## config.mk

```make
export PLATFORM = sky130hd
export DESIGN_NAME = fetch_unit_flat
export DESIGN_NICKNAME = d
export VERILOG_FILES = /design/src/rtl/fetch_unit_if.sv /design/src/rtl/fetch_unit.sv /design/src/flat_wrapper.sv
export SDC_FILE = /design/constraint.sdc
export NUM_CORES = 1
export LEC_CHECK = 0
export BUFFER_PORTS_ARGS = -buffer_cell sky130_fd_sc_hd__buf_2
export CORE_MARGIN = 2
export CORE_UTILIZATION = 30
export CTS_CLUSTER_DIAMETER = 50
export DETAILED_ROUTE_END_ITERATION = 6
export GPL_TIMING_DRIVEN = 0
export SLEW_MARGIN = 40
export SYNTH_ARGS = -nofsm -noshare
export SYNTH_HDL_FRONTEND = slang
export SYNTH_SLANG_ARGS = --single-unit
```

## constraint.sdc

```tcl
create_clock -name clk -period 3.5 [get_ports clk]
set_input_delay 0.525 -clock clk [delete_from_list [all_inputs] [get_ports clk]]
set_output_delay 0.525 -clock clk [all_outputs]
set_load 0.05 [all_outputs]
```

## src/rtl/fetch_unit_if.sv

```systemverilog
// Instruction-memory bus between the fetch unit (master) and instruction memory (slave).
// One request may be granted at a time; each grant is answered by a single rvalid beat.
interface fetch_unit_if;
    logic        imem_req;
    logic [31:0] imem_addr;
    logic        imem_gnt;
    logic        imem_rvalid;
    logic [31:0] imem_rdata;

    modport master (
        output imem_req,
        output imem_addr,
        input  imem_gnt,
        input  imem_rvalid,
        input  imem_rdata
    );

    modport slave (
        input  imem_req,
        input  imem_addr,
        output imem_gnt,
        output imem_rvalid,
        output imem_rdata
    );
endinterface

```

## src/rtl/fetch_unit.sv

```systemverilog
// Instruction fetch unit: one outstanding memory request, a small prefetch FIFO feeding
// decode, and redirect handling that flushes queued work and discards in-flight data.
module fetch_unit #(
    parameter logic [31:0] RESET_PC = 32'h0000_0000,
    parameter int          DEPTH    = 2
) (
    input  logic         clk,
    input  logic         reset,
    fetch_unit_if.master imem,
    input  logic         redirect,
    input  logic [31:0]  redirect_pc,
    output logic         inst_valid,
    output logic [31:0]  inst_data,
    output logic [31:0]  inst_pc,
    input  logic         inst_ready
);

    localparam int CNT_W = $clog2(DEPTH + 1);

    typedef enum logic [1:0] {
        ST_REQ  = 2'd0,
        ST_WAIT = 2'd1,
        ST_DROP = 2'd2
    } state_e;

    state_e           state_q, state_d;
    logic [31:0]      pc_q, pc_d;
    logic [31:0]      req_addr_q, req_addr_d;
    logic             run_q, run_d;
    logic [CNT_W-1:0] count_q, count_d;
    logic             valid_q, valid_d;
    logic [31:0]      data_q [DEPTH];
    logic [31:0]      data_d [DEPTH];
    logic [31:0]      ipc_q  [DEPTH];
    logic [31:0]      ipc_d  [DEPTH];

    logic             req;
    logic             grant;
    logic             pop;
    logic             push;
    logic [CNT_W-1:0] level;
    logic [31:0]      target_pc;

    assign target_pc = redirect_pc & 32'hFFFF_FFFC;
    assign pop       = valid_q & inst_ready;
    assign level     = count_q - CNT_W'(pop);

    // run_q holds requests off until the first clock edge after reset is released.
    assign run_d = 1'b1;
    assign req   = (state_q == ST_REQ) && run_q && (level < CNT_W'(DEPTH));
    assign grant = req & imem.imem_gnt;

    assign imem.imem_req  = req;
    assign imem.imem_addr = pc_q;

    always_comb begin
        state_d    = state_q;
        pc_d       = pc_q;
        req_addr_d = req_addr_q;
        push       = 1'b0;
        unique case (state_q)
            ST_REQ: begin
                if (grant) begin
                    req_addr_d = pc_q;
                    pc_d       = pc_q + 32'd4;
                    state_d    = redirect ? ST_DROP : ST_WAIT;
                end
                if (redirect) begin
                    pc_d = target_pc;
                end
            end
            ST_WAIT: begin
                if (imem.imem_rvalid) begin
                    state_d = ST_REQ;
                    push    = !redirect && (level < CNT_W'(DEPTH));
                end else if (redirect) begin
                    state_d = ST_DROP;
                end
                if (redirect) begin
                    pc_d = target_pc;
                end
            end
            ST_DROP: begin
                if (imem.imem_rvalid) begin
                    state_d = ST_REQ;
                end
                if (redirect) begin
                    pc_d = target_pc;
                end
            end
            default: begin
                state_d = ST_REQ;
            end
        endcase
    end

    // Shift-register FIFO: entry 0 is always the head, so decode outputs come straight from flops.
    always_comb begin
        for (int i = 0; i < DEPTH; i++) begin
            data_d[i] = data_q[i];
            ipc_d[i]  = ipc_q[i];
        end
        if (pop) begin
            for (int i = 0; i < DEPTH - 1; i++) begin
                data_d[i] = data_q[i + 1];
                ipc_d[i]  = ipc_q[i + 1];
            end
        end
        if (push) begin
            for (int i = 0; i < DEPTH; i++) begin
                if (CNT_W'(i) == level) begin
                    data_d[i] = imem.imem_rdata;
                    ipc_d[i]  = req_addr_q;
                end
            end
        end
        count_d = level + CNT_W'(push);
        if (redirect) begin
            count_d = '0;
        end
    end

    assign valid_d = (count_d != '0);

    always_ff @(posedge clk or negedge reset) begin
        if (!reset) begin
            state_q    <= ST_REQ;
            pc_q       <= RESET_PC;
            req_addr_q <= '0;
            run_q      <= 1'b0;
            count_q    <= '0;
            valid_q    <= 1'b0;
            for (int i = 0; i < DEPTH; i++) begin
                data_q[i] <= '0;
                ipc_q[i]  <= '0;
            end
        end else begin
            state_q    <= state_d;
            pc_q       <= pc_d;
            req_addr_q <= req_addr_d;
            run_q      <= run_d;
            count_q    <= count_d;
            valid_q    <= valid_d;
            for (int i = 0; i < DEPTH; i++) begin
                data_q[i] <= data_d[i];
                ipc_q[i]  <= ipc_d[i];
            end
        end
    end

    assign inst_valid = valid_q;
    assign inst_data  = data_q[0];
    assign inst_pc    = ipc_q[0];

endmodule

```

## src/flat_wrapper.sv

```systemverilog
// flat-port wrapper written by rule: the top's interface ports become plain ports
module fetch_unit_flat 
#(
    parameter logic [31:0] RESET_PC = 32'h0000_0000,
    parameter int          DEPTH    = 2
)
  (clk, reset, redirect, redirect_pc, inst_valid, inst_data, inst_pc, inst_ready, imem_imem_req, imem_imem_addr, imem_imem_gnt, imem_imem_rvalid, imem_imem_rdata);
  fetch_unit_if imem_i ();
  input  logic clk;
  input  logic reset;
  input  logic redirect;
  input  logic [31:0] redirect_pc;
  output logic inst_valid;
  output logic [31:0] inst_data;
  output logic [31:0] inst_pc;
  input  logic inst_ready;
  output wire logic [$bits(imem_i.imem_req)-1:0] imem_imem_req;
  output wire logic [$bits(imem_i.imem_addr)-1:0] imem_imem_addr;
  input wire logic [$bits(imem_i.imem_gnt)-1:0] imem_imem_gnt;
  input wire logic [$bits(imem_i.imem_rvalid)-1:0] imem_imem_rvalid;
  input wire logic [$bits(imem_i.imem_rdata)-1:0] imem_imem_rdata;
  assign imem_imem_req = imem_i.imem_req;
  assign imem_imem_addr = imem_i.imem_addr;
  assign imem_i.imem_gnt = imem_imem_gnt;
  assign imem_i.imem_rvalid = imem_imem_rvalid;
  assign imem_i.imem_rdata = imem_imem_rdata;
  fetch_unit #(.RESET_PC(RESET_PC), .DEPTH(DEPTH)) u_core (.clk(clk), .reset(reset), .imem(imem_i), .redirect(redirect), .redirect_pc(redirect_pc), .inst_valid(inst_valid), .inst_data(inst_data), .inst_pc(inst_pc), .inst_ready(inst_ready));
endmodule
```

==> summary.md, run 1 <==
| Metric | Value |
|---|---|
| Status | finished clean |
| Clock tree sinks | 192 |
| CTS tree | done |
| Tmin final | 3.12 ns |
| Clock transition at path regs | about 0.08 ns |
| Final Hold Fails | 0 |
| CP peak stage delay | just under 0.5 ns |
| WHS | 0.0360 ns |
| First-pass GRT wire length | 39,200 µm |
| Crit-path most repeated cell | buf_2 |
| Worst Clk Skew | 0.0148 ns |
| Final #Nets | about 1.1k |
| Largest net degree at the start of global routing | 73 |
| Post-CTS Hold Fix Bufs | 0 |
| Slew HR | between 40 and 50% |
| Final setup TNS | 0 ns |
| Fillers | 3,080 |
| CP cell instances | nand2_1, buf_2, inv_1, ha_1, xnor2_2, nand4_1, buf_2, buf_1, a21oi_1 |
| WS Path Type | flip-flop to flip-flop |
| Vias per inst | slightly below 5 |
| Final period util | between 80% and 90% |
| Top post-synthesis cells by area | dfrtp_1 52%, mux2_2 9.8%, mux2i_1 7.6% |
| Die area | 32,400 µm² |
| Num CTS Buffers | 17 |
| Final ANT Viol Nets | 0 |
| Rows | 64 |
| Fmax | 320 MHz |
| Initial antenna violation count | 2 |
| Main flop type after synthesis | dfrtp_1 |
| Initial DRT Pass Iterations | 5 |
| Max H-tree Level | 4 |
| CORE AREA | 30,600 µm² |
| Routed WL | 24,500 µm |
| Startpoint types | flip-flop |
| Synth cell types | 64 |
| Post-synthesis sequential area ratio | between 50% and 60% |
| DR vias | about 6.9k |
| Gp weighted congestion | 0.864 |
| Global route overflow | 0 |
| CTS Root Cell | clkbuf_16 |
| Share of cells above drive strength 1 | 37.5% |
| Total Routing Usage GR | 15.2% |
| Remaining DRCs | 0 |
| Drt initial violations | about 400 |
| Post-Syn Area per Cell | 11.3 µm² |
| Clock Path Buffers | 2 |
| # IOs | 168 |
| Worst endpoint required time | 3.85 ns |
| Crit Path Max Fanout | 19 |
| Vias in the first global route | about 6.7k |
| Post-Syn Instances | around 830 |
| Post-synth top area cell | dfrtp_1 |
| Yosys top cell area share | 51.7% |
| Asr flop ratio synth | 100% |
| Setup Viol. Count Final | 0 |
| Worst hold path type | primary input to async pin |
| Final number of max-transition violations | 0 |
| Reg2Reg Depth | 9 |
| Starting density of the core | 30.4% |
| Post-DP HPWL | 17,200 µm |
| Number of buffers added on ports | 162 |
| P_leak | roughly 5.8 nW |
| Cell Area, Synth | 9300 µm² |
| Die width | approximately 180 µm |
| RSZ-0062 raised after global routing | false |
| Max-Cap Viols | 0 |
| CP Capture Type | flip-flop |
| Worst-Skew Late Latency | 0.43 ns |
| Drt wl/cell | 17.3 µm |
| Least-Margin Pin Slew | 0.797 ns |
| Max IR drop VDD | 0.634 mV |
| Flop and latch count out of synthesis | 192 |
| Power Density | 985 nW/µm² |
| Chip Height | approximately 180 µm |
| Area Overhead vs Synth | 21.3% |
| Most common cell after layout, fill and taps aside | dfrtp_1 |
| Most frequent cells in the layout | 192 x dfrtp_1, 178 x buf_2, 90 x nor2_1 |
| Crit path DAT | 3.47 ns |
| Synth Warn # | 0 |
| Crit-path slowest cell | buf_2 |
| EDFF count, synth | 0 |
==> flip-flops by register name (all words and copies together) (netlist names), 2 cells and up <==
name	count
u_core.count_q	2
u_core.data_q	32
u_core.imem.imem_addr	30
u_core.inst_data	32
u_core.inst_pc	32
u_core.ipc_q	30
u_core.req_addr_q	30
u_core.state_q	2
==> area by class of cell <==
type                    instances  area [µm²]  share of cell area (%)
flip-flops and latches        192        4800                    42.6
multi-input cells             511        3720                    33.0
repair buffers                167         898                    7.96
plain buffers                 114         747                    6.62
well taps                     396         495                    4.39
clock buffers                  18         439                    3.89
clock inverters                13         145                    1.29
inverters                       8        30.0                   0.266
diodes                          1        2.50                  0.0222
==> layer usage <==
metal / part of all wire (%) / routed length, µm / global-route usage (%) / vias to the layer above
met3: 5.9 / 1440 / 3.23 / 19
met2: 45 / 11000 / 23.2 / 215
met4: 0.93 / 227 / 3.39 / 2
met5: 0.053 / 13 / 0 / -
li1: - / - / - / 3249
met1: 48 / 11900 / 22.1 / 3401
==> synth_stat cells (all sizes together) (3+ instances only) <==
master / n
a311oi: 5
nor2: 90
and4: 6
ha: 6
nor4: 6
o22ai: 5
nor3: 9
a31oi: 3
mux2: 90
a22oi: 3
nand3: 9
nand2: 28
buf: 97
a211oi: 8
a21o: 3
o21ai: 17
nand4: 19
and3: 7
mux2i: 71
clkbuf: 18
a21oi: 84
dfrtp: 192
inv: 8
nand2b: 5
==> worst max-delay path: cells and delay by family (launching register included) <==
kind / cells / cell delay (ns)
AND/OR/NAND/NOR: 2 / 0.56
XOR/XNOR: 1 / 0.29
buffers and inverters: 4 / 1.30
adder cells (fa/ha/maj): 1 / 0.27
flip-flops: 1 / 0.41
AO/OA/AOI/OAI: 1 / 0.22
==> final timing paths <==
path                       slack [ns]                  endpoint                 from
max                              0.38      u_core.inst_data[28]    u_core.inst_valid
min                              0.04      u_core.inst_data[15]                reset
max reg2reg                      0.38      u_core.inst_data[28]    u_core.inst_valid
min reg2reg                      0.49         u_core.data_q[27]    u_core.data_q[27]
max in group asynchronous        2.65  u_core.imem.imem_addr[4]                reset
min in group clk                 0.33         u_core.data_q[27]  imem_imem_rdata[27]
==> report_power, final <==
| group | internal (mW) | switching [mW] | leakage, nW |
|---|---|---|---|
| registers | 3.14 | 0.764 | 2.43 |
| clock network | 1.03 | 0.940 | 0.281 |
| logic | 1.85 | 3.39 | 3.05 |
==> metrics by stage <==
step | cells | utilization (%) | setup WS (ns) | cell area (µm²) | power (mW)
finish | 1420 | 36.9 | 0.378 | 11300 | 11.1
global route | 1419 | 36.9 | 0.0104 | 11300 | 11.8
CTS | 1419 | 36.9 | 0.305 | 11300 | 11.2
floorplan | 826 | - | 0.489 | 9310 | 7.85
detailed placement | 1386 | 34.9 | -0.383 | 10700 | 9.21
global placement | 1384 | 34.7 | -1.46 | 10600 | 9.12
==> kinds of logic after synthesis <==
family | after synthesis | synth area share, %
XOR/XNOR | 3 | 0.363
flip-flops | 192 | 51.7
AO/OA/AOI/OAI | 150 | 9.77
other | 2 | 0.0807
multiplexers | 161 | 18.5
buffers and inverters | 123 | 8.35
adder cells (fa/ha/maj) | 6 | 0.807
AND/OR/NAND/NOR | 188 | 10.4
==> repair_timing <==
item	in CTS	in global routing
hold endpoints to repair	0	0
setup endpoints to repair	100	1
pin swaps	1	1
setup buffers	3	0
gates resized for setup	1	0
Power figures use the tool's default switching activity.
==> run 2, diff against run 1 <==
==> constraint.sdc (replaced) <==
create_clock -name clk -period 3.5 [get_ports clk]
set_input_delay 0.175 -clock clk [delete_from_list [all_inputs] [get_ports clk]]
set_output_delay 0.175 -clock clk [all_outputs]
set_load 0.05 [all_outputs]
==> run 2 against run 1 <==
Effect of this change: die area stayed put; critical endpoint unchanged; final area grew 2.4%; via count grew 1.4%; hold slack lost 0.025 ns; sequential power about the same; largest power group unchanged; clock skew increased by 0.0011 ns; clock power about the same.
==> summary.md, run 2 (synthesis results as in run 1) <==
| Metric | Value |
|---|---|
| Hold Crit Depth | 2 |
| CORE AREA | 30,600 µm² (unchanged) |
| Final ANT Viol Nets | 0 (unchanged) |
| Crit-path slowest cell | buf_2 |
| Max IR drop VDD | 0.634 mV (about the same) |
| Area Overhead vs Synth | 24.2% |
| Crit Path Max Fanout | 19 (unchanged) |
| Num CTS Buffers | 17 (unchanged) |
| Most frequent cells in the layout | 192 x dfrtp_1, 178 x buf_2, 90 x nor2_1 |
| WHS Endpoint | u_core.data_q[4] |
| Drt initial violations | 393 (+0.26%) |
| Clock transition at path regs | 0.07 ns (about the same) |
| Worst hold path type | primary input to flip-flop |
| Total Routing Usage GR | 15.3% (+0.14 points) |
| WS Path Type | flip-flop to flip-flop |
| Final period util | 88.2% (-0.97 points) |
| Fin worst setup slack | 0.412 ns (+0.0340 ns) |
| Status | finished clean |
| CTS tree | done |
| RR Startpoint | u_core.inst_valid |
| # IOs | 168 (unchanged) |
| Global route overflow | 0 (unchanged) |
| Worst-Skew Late Latency | 0.43 ns (about the same) |
| Worst endpoint required time | 3.85 ns (about the same) |
| Initial antenna violation count | 1 (-1) |
| Power Density | 964 nW/µm² (-2.1%) |
| Design Area, Final | 11,600 µm² (+2.4%) |
| Setup Viol. Count Final | 0 (unchanged) |
| WHS | 0.0110 ns (-0.0249 ns) |
| Reg2Reg Depth | 9 (unchanged) |
| WP buf/inv | 4 (unchanged) |
| RR Endpoint | u_core.inst_data[28] |
| Crit path DAT | 3.44 ns (-0.03 ns) |
| HP Start | imem_imem_rdata[4] |
| Final number of max-transition violations | 0 (unchanged) |
| Startpoint types | flip-flop |
| CP cell instances | nand2_1, buf_2, inv_1, ha_1, xnor2_2, nand4_1, buf_2, buf_1, a21oi_1 |
| Routed WL | 24,800 µm (+1.1%) |
| Final setup TNS | 0 ns (unchanged) |
| Clock Path Buffers | 2 (unchanged) |
| R2r setup slk | 0.41 ns (+0.03 ns) |
| Max H-tree Level | 4 (unchanged) |
| Vias in the first global route | 6,824 (+1.5%) |
| CP peak stage delay | 0.47 ns (-0.02 ns) |
| Most common cell after layout, fill and taps aside | dfrtp_1 |
| Initial DRT Pass Iterations | 5 (unchanged) |
| Post-Place Cells | 1,386 (unchanged) |
| Die width | 180 µm (unchanged) |
| Least-Margin Pin Slew | 0.797 ns (+0.0000949 ns) |
| Fmax | 324 MHz (+1.1%) |
| Pre-CTS setup slack | -0.191 ns (+0.192 ns) |
| Final core area utilization | 37.8% (+0.88 points) |
| Crit-path most repeated cell | buf_2 |
| Slew HR | 46.9% (about the same) |
| Share of cells above drive strength 1 | 36.6% (-0.97 points) |
| Post-DP HPWL | 17,200 µm (unchanged) |
| DR vias | 6,980 (+1.4%) |
| Gp weighted congestion | 0.864 (unchanged) |
| Worst Clk Skew | 0.0160 ns (+0.00113 ns) |
| Final #Nets | 1,114 (+2.5%) |
| Chip Height | 180 µm (unchanged) |
| CP Capture Type | flip-flop |
| Placed inst area | 10,700 µm² (unchanged) |
| Number of buffers added on ports | 162 (unchanged) |
| RSZ-0062 raised after global routing | false |
| Final Non-Filler Cells | 1,447 (+1.9%) |
| Total power | 11.1 mW (+0.22%) |
| Clock tree sinks | 192 (unchanged) |
| Die area | 32,400 µm² (unchanged) |
| Final Hold Fails | 0 (unchanged) |
| Largest net degree at the start of global routing | 73 (unchanged) |
| P_leak | 5.88 nW (+2.0%) |
| First-pass GRT wire length | 39,600 µm (+0.99%) |
| Critical Path Stages | 9 (unchanged) |
| Vias per inst | 4.82 (-0.53%) |
| Starting density of the core | 30.4% (unchanged) |
| Rows | 64 (unchanged) |
| Delay-heaviest family, CP | buffers and inverters |
| Remaining DRCs | 0 (unchanged) |
| CTS Root Cell | clkbuf_16 |
| Tmin final | 3.09 ns (-0.0340 ns) |
| Drt wl/cell | 17.1 µm (-0.82%) |
| Max-Cap Viols | 0 (unchanged) |
==> run 2: cell count changes in the layout (fill, tap and decap cells not counted), sizes merged <==
cell	change
dlygate4sd3	+27
==> run 2: final cells by class <==
type	instances	area (µm²)
Clock buffer	18	439
Inverter	8	30.0
Timing Repair Buffer	194	1170
Antenna cell	1	2.50
Multi-Input combinational cell	511	3720
Clock inverter	13	145
Fill cell	3060	19000
Sequential cell	192	4800
Buffer	114	747
Tap cell	396	495
==> run 2: power breakdown <==
part | switching, mW | leakage, nW | internal, mW
logic | 3.39 | 3.17 | 1.87
clock network | 0.942 | 0.281 | 1.03
registers | 0.764 | 2.43 | 3.14
total | 5.09 | 5.88 | 6.04
==> run 2: worst max-delay path by stage <==
stage,end,from
5_1_grt,u_core.inst_pc[30],u_core.inst_valid
6_report,u_core.inst_data[28],u_core.inst_valid
4_1_cts,u_core.inst_data[28],u_core.inst_valid
2_1_floorplan,u_core.data_q[0],u_core.inst_valid
3_3_place_gp,u_core.imem.imem_addr[5],reset
3_5_place_dp,u_core.ipc_q[12],u_core.inst_valid
==> run 2: what timing repair did <==
item	CTS	global route
gates resized for setup	1	0
pin swaps	1	1
hold buffers	27	0
endpoints found under the hold margin	97	0
endpoints found under the setup margin	99	1
setup buffers	3	0
==> run 2: routing by layer <==
metal | wire (µm) | part of all wire, % | track usage (%)
met5 | 0 | 0 | 0
met2 | 11100 | 45 | 23.6
met4 | 210 | 0.85 | 3.39
met1 | 11900 | 48 | 22.4
met3 | 1480 | 6.0 | 3.11
